<file path="src/rtl/dm_io_port_8085.sv">
// Memory-mapped TX/RX byte FIFO port on the 8085 data-memory bus.
// Define DM_IO_IRQ_EN to add the IE register (+3 stores) and the irq output.
module dm_io_port_8085 #(
    parameter logic [7:0] BASE  = 8'hF0,
    parameter int          DEPTH = 4,
    parameter int          AW    = 2
) (
    input  logic        clk,
    input  logic        rst,
    input  logic [7:0]  addr,
    input  logic        rd,
    input  logic        wr,
    input  logic [15:0] wdata,
    output logic [15:0] rdata,
    output logic        hit,
    output logic [7:0]  tx_data,
    output logic        tx_valid,
    input  logic        tx_ready,
    input  logic [7:0]  rx_data,
    input  logic        rx_valid,
    output logic        rx_ready
`ifdef DM_IO_IRQ_EN
    ,
    output logic        irq
`endif
);

    localparam logic [AW:0] FULL_CNT = (AW+1)'(DEPTH);

    logic [7:0]  tx_mem_q [DEPTH];
    logic [7:0]  tx_mem_d [DEPTH];
    logic [AW-1:0] tx_rp_q, tx_rp_d, tx_wp_q, tx_wp_d;
    logic [AW:0] tx_cnt_q, tx_cnt_d;
    logic        tx_ovf_q, tx_ovf_d;

    logic [7:0]  rx_mem_q [DEPTH];
    logic [7:0]  rx_mem_d [DEPTH];
    logic [AW-1:0] rx_rp_q, rx_rp_d, rx_wp_q, rx_wp_d;
    logic [AW:0] rx_cnt_q, rx_cnt_d;

    logic [7:0] off;
    logic       wr_en, rd_en;
    logic       tx_empty, tx_full, rx_empty, rx_full;
    logic       tx_push_req, tx_push, tx_pop, rx_push, rx_pop;
    logic [7:0] rd_byte;
    logic       unused_wdata_hi;

    assign unused_wdata_hi = ^wdata[15:8];

    // Offset arithmetic wraps mod 256, so a BASE near 8'hFF still decodes 4 slots.
    assign off   = addr - BASE;
    assign hit   = (off[7:2] == 6'd0);
    assign wr_en = wr & hit;
    assign rd_en = rd & ~wr & hit;

    assign tx_empty = (tx_cnt_q == '0);
    assign tx_full  = (tx_cnt_q == FULL_CNT);
    assign rx_empty = (rx_cnt_q == '0);
    assign rx_full  = (rx_cnt_q == FULL_CNT);

    assign tx_push_req = wr_en & (off[1:0] == 2'd0);
    assign tx_push     = tx_push_req & ~tx_full;
    assign tx_pop      = ~tx_empty & tx_ready;
    assign rx_push     = rx_valid & ~rx_full;
    assign rx_pop      = rd_en & (off[1:0] == 2'd1) & ~rx_empty;

    assign tx_valid = ~tx_empty;
    assign tx_data  = tx_empty ? 8'h00 : tx_mem_q[tx_rp_q];
    assign rx_ready = ~rx_full;

    always_comb begin
        tx_mem_d = tx_mem_q;
        tx_rp_d  = tx_rp_q;
        tx_wp_d  = tx_wp_q;
        tx_cnt_d = tx_cnt_q;
        tx_ovf_d = tx_ovf_q;
        if (tx_push) begin
            tx_mem_d[tx_wp_q] = wdata[7:0];
            tx_wp_d = tx_wp_q + 1'b1;
        end
        if (tx_pop) tx_rp_d = tx_rp_q + 1'b1;
        case ({tx_push, tx_pop})
            2'b10:   tx_cnt_d = tx_cnt_q + 1'b1;
            2'b01:   tx_cnt_d = tx_cnt_q - 1'b1;
            default: tx_cnt_d = tx_cnt_q;
        endcase
        if (tx_push_req & tx_full)
            tx_ovf_d = 1'b1;
        else if (wr_en & (off[1:0] == 2'd2) & wdata[4])
            tx_ovf_d = 1'b0;
    end

    always_comb begin
        rx_mem_d = rx_mem_q;
        rx_rp_d  = rx_rp_q;
        rx_wp_d  = rx_wp_q;
        rx_cnt_d = rx_cnt_q;
        if (rx_push) begin
            rx_mem_d[rx_wp_q] = rx_data;
            rx_wp_d = rx_wp_q + 1'b1;
        end
        if (rx_pop) rx_rp_d = rx_rp_q + 1'b1;
        case ({rx_push, rx_pop})
            2'b10:   rx_cnt_d = rx_cnt_q + 1'b1;
            2'b01:   rx_cnt_d = rx_cnt_q - 1'b1;
            default: rx_cnt_d = rx_cnt_q;
        endcase
    end

    always_comb begin
        rd_byte = 8'h00;
        if (rd & hit) begin
            unique case (off[1:0])
                2'd0: rd_byte = 8'h00;
                2'd1: rd_byte = rx_empty ? 8'h00 : rx_mem_q[rx_rp_q];
                2'd2: rd_byte = {3'b000, tx_ovf_q, rx_full, rx_empty,
                                 tx_full, tx_empty};
                2'd3: rd_byte = {4'(rx_cnt_q), 4'(tx_cnt_q)};
            endcase
        end
    end

    assign rdata = {8'h00, rd_byte};

    always_ff @(posedge clk or posedge rst) begin
        if (rst) begin
            tx_mem_q <= '{default: '0};
            tx_rp_q  <= '0;
            tx_wp_q  <= '0;
            tx_cnt_q <= '0;
            tx_ovf_q <= 1'b0;
            rx_mem_q <= '{default: '0};
            rx_rp_q  <= '0;
            rx_wp_q  <= '0;
            rx_cnt_q <= '0;
        end else begin
            tx_mem_q <= tx_mem_d;
            tx_rp_q  <= tx_rp_d;
            tx_wp_q  <= tx_wp_d;
            tx_cnt_q <= tx_cnt_d;
            tx_ovf_q <= tx_ovf_d;
            rx_mem_q <= rx_mem_d;
            rx_rp_q  <= rx_rp_d;
            rx_wp_q  <= rx_wp_d;
            rx_cnt_q <= rx_cnt_d;
        end
    end

`ifdef DM_IO_IRQ_EN
    logic [1:0] ie_q, ie_d;
    logic       irq_q, irq_d;

    always_comb begin
        ie_d  = ie_q;
        if (wr_en & (off[1:0] == 2'd3)) ie_d = wdata[1:0];
        irq_d = (ie_q[0] & ~rx_empty) | (ie_q[1] & tx_empty);
    end

    always_ff @(posedge clk or posedge rst) begin
        if (rst) begin
            ie_q  <= 2'b00;
            irq_q <= 1'b0;
        end else begin
            ie_q  <= ie_d;
            irq_q <= irq_d;
        end
    end

    assign irq = irq_q;
`endif

endmodule
</file>
<file path="config.mk">
export PLATFORM = sky130hd
export DESIGN_NAME = dm_io_port_8085
export DESIGN_NICKNAME = d
export VERILOG_FILES = /design/src/rtl/dm_io_port_8085.sv
export SDC_FILE = /design/constraint.sdc
export NUM_CORES = 1
export LEC_CHECK = 0
export CORE_ASPECT_RATIO = 0.7
export CORE_UTILIZATION = 30
export DETAILED_ROUTE_END_ITERATION = 8
export GPL_TIMING_DRIVEN = 0
export SYNTH_ARGS = -nofsm -noshare
export SYNTH_HDL_FRONTEND = slang
export SYNTH_SLANG_ARGS = --single-unit
</file>
<file path="constraint.sdc">
create_clock -name clk -period 4.7 [get_ports clk]
set_clock_uncertainty 0.15 [all_clocks]
set_input_delay 0.705 -clock clk [delete_from_list [all_inputs] [get_ports clk]]
set_output_delay 0.705 -clock clk [all_outputs]
set_load 0.05 [all_outputs]
</file>
==> results of run 1 <==
worst min path at each step:
stage,to,slack [ns],depth (start not counted)
6_report,tx_mem_q[15],0.34,1
2_1_floorplan,tx_mem_q[15],0.31,1
3_3_place_gp,tx_mem_q[15],0.32,1
4_1_cts,tx_mem_q[15],0.34,1
5_1_grt,rx_mem_q[20],0.36,1
3_5_place_dp,tx_mem_q[15],0.33,1
critical path: cells and delay by family:
family	cells	cell delay [ns]
simple gates	3	1.23
compound gates	1	0.15
buf+inv	3	1.38
cell families after synthesis:
kind of cell / count (synthesis)
mux: 83
flops: 79
simple gates: 47
buf+inv: 34
compound gates: 15
fa+ha+maj: 12
xor+xnor: 12
other cells: 1
metrics by stage:
stage          setup WS [ns]  cell area [um^2]  hold WS [ns]  utilization [%]  power (mW)
2_1_floorplan          0.539              3930         0.309                -        1.51
3_3_place_gp           0.348              4600         0.320             36.6        1.67
3_5_place_dp           0.354              4620         0.327             36.8        1.71
4_1_cts                0.344              4930         0.339             39.3        2.45
5_1_grt                0.237              4930         0.362             39.3        2.57
6_report               0.378              4930         0.336             39.3        2.42
cell usage after synthesis (all sizes together):
cell     count
a21boi       1
a21oi        4
a31o         1
and2         9
buf         12
clkbuf       4
conb         1
dfrtp       79
fa           2
ha          10
inv         18
mux2        64
mux2i        3
mux4        16
nand2       13
nand2b       1
nand3        1
nand4        1
nand4b       1
nand4bb      1
nor2        11
nor2b        2
nor3         1
nor3b        1
nor4b        1
o21ai        2
o221a        1
o22ai        4
o31ai        2
or3          2
or3b         1
or4b         1
xnor2        5
xor2         7
flip-flops by register name, indices dropped and copies added, names as in the netlist, 2 cells and up:
register and count:
tx_wp_q 2, tx_mem_q 32, rx_cnt_q 3, rx_wp_q 2, rx_mem_q 32, tx_cnt_q 3, rx_rp_q 2, tx_rp_q 2
area by class of cell:
| cell class | instances | area (um^2) | share of cell area (%) |
|---|---|---|---|
| plain buffers | 16 | 101 | 2.05 |
| clock buffers | 11 | 243 | 4.92 |
| multi-input cells | 177 | 1790 | 36.3 |
| clock inverters | 4 | 70.1 | 1.42 |
| repair buffers | 47 | 480 | 9.74 |
| flip-flops and latches | 79 | 1980 | 40.1 |
| inverters | 18 | 70.1 | 1.42 |
| well taps | 162 | 203 | 4.11 |
metal layers:
layer	up-vias	share of wire, %
li1	1111	-
met1	1227	48
met2	40	46
met3	8	4.9
met4	0	1.1
met5	-	0
layout by cell type (no fill, tap or decap), types with 2 or more instances in the layout:
cell             instances
nor2b_1                  2
ha_1                    10
dfrtp_1                 79
a21oi_1                  4
o31ai_1                  2
mux4_2                  16
o21ai_0                  2
clkinv_2                 2
or3_1                    2
buf_4                    8
mux2i_1                  3
buf_2                    3
xnor2_1                  5
nand2_2                  4
o22ai_1                  4
bufinv_16                2
xor2_1                   7
and2_1                   9
clkdlybuf4s50_1         46
clkbuf_1                 5
conb_1                   8
mux2_2                  63
nor2_1                  11
inv_1                   17
fa_1                     2
clkbuf_16                9
nand2_1                  9
power by group through the flow:
stage / logic [mW] / clock network, mW / registers [mW]
floorplan: 0.548 / 0 / 0.961
global placement: 0.684 / 0 / 0.987
detailed placement: 0.707 / 0 / 0.998
CTS: 0.714 / 0.748 / 0.985
global route: 0.774 / 0.782 / 1.01
finish: 0.700 / 0.729 / 0.987
==> results by group, run 1 <==
Route
  – DRT iter0 DRCs: about 150
  – Drt pass-1 iters: 7
  – Post-Route WL: 8180 um
  – Vias: 2386
  – DR vias/cell: 4.64
  – Routed len/inst: around 16 um
  – Detail Route Antenna Nets: 0
  – Drc violations: 6

Global route
  – Congestion Overflow GR: 0
  – Pin count of the biggest net entering global routing: 43
  – First-pass GRT wire length: 13500 um
  – Global-route track usage on met1: 17.9%
  – GR Util met2: approximately 20%
  – Overall Global Routing Usage: 13.2%
  – Vias in the first global route: 2451
  – Grt met3 use: approximately 4.2%
  – Initial antenna violation count: 0
  – Most used routing layer in global routing: met2

CTS
  – Clock Latency Late Sink: 0.33 ns
  – Cts bufs inserted: 9
  – Worst-path clk slew: 0.05 ns
  – CTS sink count: 79
  – Resized Gates After CTS: 0
  – TritonCTS clock tree: yes
  – H-tree levels: 3
  – Hold_buf cts: 0
  – Longest Clk Path Bufs: 2
  – Number of post-CTS setup repair buffers: 0
  – CTS root buf: clkbuf_16

Worst hold path
  – Hold Path Class: flip-flop to flip-flop
  – Hold_sp: tx_mem_q[15]

Worst setup path
  – Slowest cell on crit path: clkdlybuf4s50_1
  – Critical path's most frequent cell: clkdlybuf4s50_1
  – Crit path launch: addr[2]
  – R2R cell count: 10
  – Crit path cell chain: clkdlybuf4s50_1 > nand4bb_1 > or4b_1 > buf_2 > nor2b_1 > a31o_2 > clkdlybuf4s50_1
  – Worst EP required: 3.85 ns
  – CP max FO: 9
  – Critical Path End: rdata[5]
  – Crit path DAT: 3.47 ns
  – Worst setup SP type: primary input
  – Worst reg2reg path startpoint: rx_cnt_q[2]
  – Worst setup path class: primary input to output port
  – CP max stage delay: 0.79 ns
  – CP endpoint kind: output port
  – R2r setup slk: between 2 and 2.5 ns
  – Reg2reg end: rx_cnt_q[2]

Yosys
  – Xor and xnor fraction of the mapped netlist area: 2.69%
  – Synth warn: 0
  – Leading area contributor after synthesis: dfrtp_1
  – Synth area leaders: dfrtp_1 51%, mux2_2 18%, mux4_2 9.2%, ha_1 3.2%, inv_1 1.7%
  – Yosys top cell area share: 50.6%
  – Netlist Area Pre-Place: just under 0.004 mm^2
  – Unique masters post-synth: 38
  – Syn Inst Count: 283
  – Mean post-synth cell area: 13.8 um^2
  – Synth Area in Compound Gates: between 2 and 2.5%
  – Simple-gate share of the synthesized area: 7.14%
  – Multiplexer area fraction after synthesis: between 20% and 30%
  – Adder-cell area share of the yosys netlist: under 10%
  – Yosys reg bits: 79
  – Largest family of logic cells by synthesized area: multiplexers
  – Seq/Total Area, Yosys: roughly half

STA
  – Setup TNS Final: 0 ns
  – Max-slew violations: 0
  – Max Clk Rate: between 200 and 250 MHz
  – RSZ-0062 raised after global routing: no
  – Fraction of the cycle the final worst path needs: between 90% and 100%
  – Fin crit period: 4.32 ns
  – Rel. slew slack: 51.0%
  – Final setup vio count: 0
  – Worst-Margin Slew: 0.734 ns
  – Fin. Hold Viols: 0

Finish
  – Non-Filler Instances: 514
  – Area growth syn-to-layout: 26.2%
  – Fin nets: a little under 400
  – N_diodes: 0
  – Layout cells sized above 1: 33.0%
  – Layout filler cell count: 1148

Pwr
  – Logic gate share of total power: 29.0%
  – Switch Pwr: around 0.70 mW
  – Worst IR Drop VDD: 0.210 mV
  – Clk pwr share: 30.2%
  – Relative contribution of sequential cells to total power: 40.9%
  – Pint: 1.71 mW
  – Sw Share: 29.0%
  – Power per cell area: ~490 mW/mm^2
  – Leak: around 2.2 nW

Floorplan
  – Die ar.: 0.0135 mm^2
  – Die X: roughly 140 um
  – Ports: 65
  – Die H: 97.5 um
  – Starting density of the core: a little over 30%
  – Core area: roughly 0.013 mm^2
  – Row cnt: 34

Place
  – Gp weighted congestion: 0.717
  – Port Buffers: 46
  – Dpl hpwl: 5780 um
  – Dpl cells: around 500

Outcome
  – Status: finished with violations
  – Failing checks: DRC

Run
  – Max-cap violations: 0
Power figures use the tool's default switching activity.
==> run 2, diff against run 1 <==
--- a/config.mk
+++ b/config.mk
@@ -5,10 +5,13 @@
 export SDC_FILE = /design/constraint.sdc
 export NUM_CORES = 1
 export LEC_CHECK = 0
+export CAP_MARGIN = 5
 export CORE_ASPECT_RATIO = 0.7
 export CORE_UTILIZATION = 30
+export CTS_BUF_LIST = sky130_fd_sc_hd__clkbuf_2
 export DETAILED_ROUTE_END_ITERATION = 8
 export GPL_TIMING_DRIVEN = 0
+export RECOVER_POWER = 100
 export SYNTH_ARGS = -nofsm -noshare
 export SYNTH_HDL_FRONTEND = slang
 export SYNTH_SLANG_ARGS = --single-unit
==> run 2 against run 1 <==
Against the previous run:
- clock power decreased by 46%
- sequential cell count is the same
- routed wire length fell by 1.6%
- critical path type unchanged
- cell count unchanged
- critical endpoint is now rdata[3]
- first-iteration DRC count down 21%
- cell area decreased by 4.8%
- register-to-register slack worse by 0.40 ns
- worst setup slack worse by 0.021 ns
- combinational power shrank 2%
- the flow finishes with violations (DRC, capacitance limit, slew limit)
==> results by group, run 2 (same netlist as run 1, synthesis figures left out) <==
Floorplan
  – Die X: 138 um (unchanged)
  – Starting density of the core: 31.1% (unchanged)
  – Core area: 0.0125 mm^2 (unchanged)
  – Die H: 97.5 um (unchanged)
  – Die ar.: 0.0135 mm^2 (unchanged)
  – Ports: 65 (unchanged)
  – Row cnt: 34 (unchanged)

Global route
  – Initial antenna violation count: 0 (unchanged)
  – Overall Global Routing Usage: 13.0% (was 13.2%)
  – Vias in the first global route: 2434 (was 2451)
  – Grt met3 use: 4.19% (was 4.24%)
  – First-pass GRT wire length: 13300 um (was 13500 um)
  – Congestion Overflow GR: 0 (unchanged)
  – GR Util met2: 20.0% (was 20.1%)
  – Pin count of the biggest net entering global routing: 43 (unchanged)
  – Global-route track usage on met1: 17.5% (was 17.9%)
  – Most used routing layer in global routing: met2 (unchanged)

CTS
  – Hold_buf cts: 0 (unchanged)
  – CTS root buf: clkbuf_2 (was clkbuf_16)
  – Cts bufs inserted: 9 (unchanged)
  – TritonCTS clock tree: yes (unchanged)
  – CTS sink count: 79 (unchanged)
  – Clock Latency Late Sink: 0.51 ns (was 0.33 ns)
  – Resized Gates After CTS: 0 (unchanged)
  – Number of post-CTS setup repair buffers: 0 (unchanged)
  – H-tree levels: 3 (unchanged)
  – Worst-path clk slew: 0.19 ns (was 0.05 ns)
  – Longest Clk Path Bufs: 2 (unchanged)

STA
  – RSZ-0062 raised after global routing: no (unchanged)
  – Max-slew violations: 82 (was 0)
  – Hold slack: 0.305 ns (was 0.336 ns)
  – Fin crit period: 4.34 ns (was 4.32 ns)
  – Fraction of the cycle the final worst path needs: 92.4% (was 91.9%)
  – Worst-Margin Slew: 2.30 ns (was 0.734 ns)
  – Setup TNS Final: 0 ns (unchanged)
  – Fin. Hold Viols: 0 (unchanged)
  – Final setup vio count: 0 (unchanged)
  – Rel. slew slack: -53.2% (was 51.0%)
  – Max Clk Rate: 230 MHz (was 231 MHz)

Worst setup path
  – Worst reg2reg path startpoint: tx_cnt_q[2] (was rx_cnt_q[2])
  – CP Buf/Inv Count: 3 (unchanged)
  – CP Depth: 7 (unchanged)
  – CP endpoint kind: output port (unchanged)
  – R2r setup slk: 1.66 ns (was 2.06 ns)
  – Crit path cell chain: clkdlybuf4s50_1 > nand4bb_1 > or4b_1 > clkbuf_1 > nand2b_1 > o31ai_1 > dlygate4sd3_1 (was clkdlybuf4s50_1 > nand4bb_1 > or4b_1 > buf_2 > nor2b_1 > a31o_2 > clkdlybuf4s50_1)
  – Kind of cell adding the most delay to the critical path: buffers and inverters (unchanged)
  – CP max FO: 9 (unchanged)
  – Reg2reg end: tx_mem_q[15] (was rx_cnt_q[2])
  – Crit path DAT: 3.49 ns (was 3.47 ns)
  – CP max stage delay: 0.91 ns (was 0.79 ns)
  – Worst setup SP type: primary input (unchanged)
  – R2R cell count: 4 (was 10)
  – Worst EP required: 3.85 ns (about the same)
  – Worst setup path class: primary input to output port (unchanged)
  – Slowest cell on crit path: dlygate4sd3_1 (was clkdlybuf4s50_1)

Finish
  – Layout cells sized above 1: 30.7% (was 33.0%)
  – Commonest non-fill, non-tap cell in the layout: dfrtp_1 (unchanged)
  – Most frequent cells in the layout: 79 x dfrtp_1, 63 x mux2_2, 27 x clkdlybuf4s50_1, 19 x dlygate4sd3_1, 17 x inv_1 (was 79 x dfrtp_1, 63 x mux2_2, 46 x clkdlybuf4s50_1, 17 x inv_1, 16 x mux4_2)
  – Top Registers: rx_mem_q x32, tx_mem_q x32 (unchanged)
  – N_diodes: 0 (unchanged)
  – Fin nets: 398 (unchanged)
  – Area growth syn-to-layout: 20.1% (was 26.2%)

Run
  – Max-cap violations: 2 (was 0)

Worst hold path
  – Hold Path Class: primary input to flip-flop (was flip-flop to flip-flop)
  – Hold Crit Depth: 2 (was 1)
  – Worst hold endpoint: tx_ovf_q (was tx_mem_q[15])
  – Hold_sp: addr[1] (was tx_mem_q[15])

Place
  – Dpl hpwl: 5780 um (unchanged)
  – Gp weighted congestion: 0.717 (unchanged)
  – Port Buffers: 46 (unchanged)

Pwr
  – Worst IR Drop VDD: 0.124 mV (was 0.210 mV)
  – Leak: 2.17 nW (was 2.22 nW)
  – Power per cell area: 439 mW/mm^2 (was 490 mW/mm^2)

Route
  – Drt pass-1 iters: 6 (was 7)
  – DRT iter0 DRCs: 121 (was 153)
  – Routed len/inst: 15.7 um (was 15.9 um)
  – Post-Route WL: 8050 um (was 8180 um)
  – Vias: 2409 (was 2386)
  – Detail Route Antenna Nets: 0 (unchanged)
  – Drc violations: 6 (unchanged)
  – DR vias/cell: 4.69 (was 4.64)

Outcome
  – Failing checks: DRC, capacitance limit, slew limit (was DRC)
  – Status: finished with violations (unchanged)
[run 2: cell count changes in the layout (fill, tap and decap cells not counted), moves of 4 or more]
| cell | change |
|---|---|
| nand2_2 | -4 |
| clkbuf_2 | +10 |
| dlygate4sd3_1 | +19 |
| clkbuf_16 | -9 |
| clkdlybuf4s50_1 | -19 |
| nand2_1 | +4 |
[run 2: where the power goes]
group	total, mW	switching, mW	internal [mW]
logic	0.686	0.331	0.356
registers	0.981	0.108	0.872
clock network	0.393	0.221	0.172
[run 2: area by class of cell]
class / count / area [um^2]
flip-flops and latches: 79 / 1980
clock inverters: 5 / 73.8
clock buffers: 10 / 50.0
inverters: 18 / 68.8
plain buffers: 16 / 100
fillers: 1172 / 7860
repair buffers: 47 / 464
multi-input cells: 177 / 1760
well taps: 162 / 203
[run 2: stage by stage]
stage | area, um^2 | instances | worst slack [ns] | utilization, % | power (mW)
CTS | 4740 | 514 | 0.344 | 37.8 | 2.10
global route | 4690 | 514 | 0.162 | 37.4 | 2.21
finish | 4690 | 514 | 0.357 | 37.4 | 2.06
global placement | 4600 | 498 | 0.348 | 36.6 | 1.67
detailed placement | 4620 | 499 | 0.354 | 36.8 | 1.71
floorplan | 3930 | 290 | 0.539 | - | 1.51
[run 2: worst register-to-register path, stage by stage, from the launching register on]
cell     delay, ns
dfrtp_1       0.46
or3b_2        0.23
nor4b_1       1.04
nand2_1       0.60
mux2_1        0.47
[run 2: worst max path at each step]
| stage | start | endpoint | slack (ns) |
|---|---|---|---|
| finish | addr[2] | rdata[3] | 0.36 |
| detailed placement | addr[2] | rdata[5] | 0.35 |
| CTS | addr[2] | rdata[5] | 0.34 |
| global placement | addr[2] | rdata[5] | 0.35 |
| floorplan | addr[2] | rdata[3] | 0.54 |
| global route | rst | rx_mem_q[30] | 0.16 |
[run 2: routing by layer]
metal	routed length [um]	vias up
li1	-	1116
met1	3890	1245
met2	3690	39
met3	382	9
met4	89	0
met5	0	-
==> run 3, diff against run 2 <==
--- a/config.mk
+++ b/config.mk
@@ -12,6 +12,7 @@
 export DETAILED_ROUTE_END_ITERATION = 8
 export GPL_TIMING_DRIVEN = 0
 export RECOVER_POWER = 100
+export REMOVE_ABC_BUFFERS = 1
 export SYNTH_ARGS = -nofsm -noshare
 export SYNTH_HDL_FRONTEND = slang
 export SYNTH_SLANG_ARGS = --single-unit
==> run 3 against run 2 <==
Against the previous run:
- maximum frequency decreased by 1.9%
- die area is the same
- sequential share of layout area increased by 0.43 points
- sequential power up 5%
- worst setup slack lost 0.085 ns
- sequential cell count is the same
- critical path depth decreased by 1
- register-to-register slack about the same
- the run still ends with DRC, capacitance limit, slew limit left
- non-clock buffer count shrank 14
==> results by group, run 3 (same netlist as run 1, synthesis figures left out) <==
STA
  – Setup TNS Final: 0 ns (unchanged)
  – Worst-Margin Slew: 2.26 ns (was 2.30 ns)
  – Final setup vio count: 0 (unchanged)
  – Rel. slew slack: -50.6% (was -53.2%)
  – Hold slack: 0.369 ns (was 0.305 ns)
  – Fraction of the cycle the final worst path needs: 94.2% (was 92.4%)
  – Max Clk Rate: 226 MHz (was 230 MHz)
  – Fin crit period: 4.43 ns (was 4.34 ns)
  – RSZ-0062 raised after global routing: no (unchanged)
  – Fin. Hold Viols: 0 (unchanged)
  – Max-slew violations: 52 (was 82)

CTS
  – CTS root buf: clkbuf_2 (unchanged)
  – Worst-path clk slew: 0.19 ns (about the same)
  – Clock Latency Late Sink: 0.52 ns (was 0.51 ns)
  – Number of post-CTS setup repair buffers: 0 (unchanged)
  – Resized Gates After CTS: 0 (unchanged)
  – Longest Clk Path Bufs: 2 (unchanged)
  – CTS sink count: 79 (unchanged)
  – H-tree levels: 3 (unchanged)
  – Cts bufs inserted: 9 (unchanged)
  – Hold_buf cts: 0 (unchanged)
  – TritonCTS clock tree: yes (unchanged)

Finish
  – Commonest non-fill, non-tap cell in the layout: dfrtp_1 (unchanged)
  – Area growth syn-to-layout: 18.9% (was 20.1%)
  – Fin util: 37.0% (was 37.4%)
  – N_diodes: 0 (unchanged)
  – Layout filler cell count: 1191 (was 1172)
  – Fin nets: 384 (was 398)
  – Layout cells sized above 1: 28.4% (was 30.7%)
  – Most frequent cells in the layout: 79 x dfrtp_1, 63 x mux2_2, 27 x clkdlybuf4s50_1, 21 x dlygate4sd3_1, 17 x inv_1 (was 79 x dfrtp_1, 63 x mux2_2, 27 x clkdlybuf4s50_1, 19 x dlygate4sd3_1, 17 x inv_1)
  – Top Registers: rx_mem_q x32, tx_mem_q x32 (unchanged)

Route
  – Top layer in use: met4 (unchanged)
  – Drc violations: 12 (was 6)
  – Wire length on met2: 3290 um (was 3690 um)
  – Detail Route Antenna Nets: 0 (unchanged)
  – DR WL met3: 397 um (was 382 um)
  – DR vias/cell: 4.69 (about the same)
  – Vias: 2344 (was 2409)
  – Post-Route WL: 7850 um (was 8050 um)
  – Routed len/inst: 15.7 um (about the same)
  – DRT iter0 DRCs: 111 (was 121)
  – Metal-1 WL: 4050 um (was 3890 um)
  – Drt pass-1 iters: 6 (unchanged)

Worst hold path
  – Hold Path Class: flip-flop to flip-flop (was primary input to flip-flop)
  – Hold Crit Depth: 1 (was 2)

Worst setup path
  – Critical Path End: rdata[5] (was rdata[3])
  – CP Depth: 6 (was 7)
  – R2R cell count: 4 (unchanged)
  – Slowest cell on crit path: dlygate4sd3_1 (unchanged)
  – CP max stage delay: 0.87 ns (was 0.91 ns)
  – Crit path DAT: 3.57 ns (was 3.49 ns)
  – Worst reg2reg path startpoint: tx_cnt_q[2] (unchanged)
  – CP Buf/Inv Count: 2 (was 3)
  – CP endpoint kind: output port (unchanged)
  – Critical path's most frequent cell: dlygate4sd3_1
  – Worst setup SP type: primary input (unchanged)
  – Worst EP required: 3.85 ns (about the same)
  – Worst setup path class: primary input to output port (unchanged)
  – Kind of cell adding the most delay to the critical path: buffers and inverters (unchanged)
  – Reg2reg end: tx_mem_q[23] (was tx_mem_q[15])
  – R2r setup slk: 1.66 ns (about the same)
  – Crit path launch: addr[0] (was addr[2])
  – Crit path cell chain: dlygate4sd3_1 > nand4_1 > or4b_1 > nor2b_1 > a31o_2 > dlygate4sd3_1 (was clkdlybuf4s50_1 > nand4bb_1 > or4b_1 > clkbuf_1 > nand2b_1 > o31ai_1 > dlygate4sd3_1)
  – CP max FO: 10 (was 9)

Floorplan
  – Ports: 65 (unchanged)
  – Die X: 138 um (unchanged)
  – Row cnt: 34 (unchanged)
  – Die H: 97.5 um (unchanged)
  – Die ar.: 0.0135 mm^2 (unchanged)
  – Core area: 0.0125 mm^2 (unchanged)
  – Starting density of the core: 31.1% (unchanged)

Pwr
  – Worst IR Drop VDD: 0.129 mV (was 0.124 mV)
  – Power Total: 2.11 mW (was 2.06 mW)
  – Leak: 2.14 nW (was 2.17 nW)
  – Power per cell area: 455 mW/mm^2 (was 439 mW/mm^2)

Global route
  – Overall Global Routing Usage: 12.8% (was 13.0%)
  – Vias in the first global route: 2380 (was 2434)
  – First-pass GRT wire length: 13000 um (was 13300 um)
  – Pin count of the biggest net entering global routing: 52 (was 43)
  – Congestion Overflow GR: 0 (unchanged)
  – Initial antenna violation count: 0 (unchanged)

Outcome
  – Status: finished with violations (unchanged)
  – Failing checks: DRC, capacitance limit, slew limit (unchanged)

Place
  – Dpl hpwl: 5640 um (was 5780 um)
  – Port Buffers: 48 (was 46)
  – Gp weighted congestion: 0.723 (was 0.717)

Run
  – Max-cap violations: 1 (was 2)
==> run 3: final cells by class <==
cell class                      instances  area [um^2]  area share (%)
Timing Repair Buffer                   49          493            10.6
Tap cell                              162          203            4.36
Clock inverter                          5         97.6            2.10
Multi-Input combinational cell        177         1760            37.8
Inverter                               18         68.8            1.48
Clock buffer                           10         50.0            1.08
Sequential cell                        79         1980            42.5
==> run 3: metal layers <==
| layer | vias to the layer above | track usage, % |
|---|---|---|
| met1 | 1194 | 18.3 |
| met4 | 0 | 4.67 |
| met3 | 10 | 4.19 |
| li1 | 1091 | - |
| met5 | - | 0 |
| met2 | 49 | 17.8 |
==> run 3: worst min path at each step <==
stage,from,end
2_1_floorplan,tx_mem_q[15],tx_mem_q[15]
3_3_place_gp,tx_mem_q[15],tx_mem_q[15]
3_5_place_dp,tx_mem_q[15],tx_mem_q[15]
4_1_cts,rst,rx_mem_q[1]
5_1_grt,rx_mem_q[15],rx_mem_q[15]
6_report,tx_mem_q[15],tx_mem_q[15]
==> run 3: worst register-to-register path, cell delays in order (launching register included) <==
cell and delay, ns:
dfrtp_1 0.46, or3b_2 0.23, nor4b_1 1.02, nand2_1 0.63, mux2_2 0.44
==> run 3: metrics by stage <==
stage / instances / setup slack (ns) / area (um^2)
after floorplan: 274 / 0.539 / 3830
final: 500 / 0.272 / 4650
after CTS: 500 / 0.319 / 4690
after global placement: 484 / 0.375 / 4520
after global routing: 500 / 0.108 / 4650
after detailed placement: 485 / 0.334 / 4550
==> run 3: where the power goes <==
group,internal [mW],switching [mW],total (mW)
Combinational,0.347,0.290,0.637
Clock,0.226,0.222,0.447
Sequential,0.872,0.156,1.03
Total,1.44,0.668,2.11
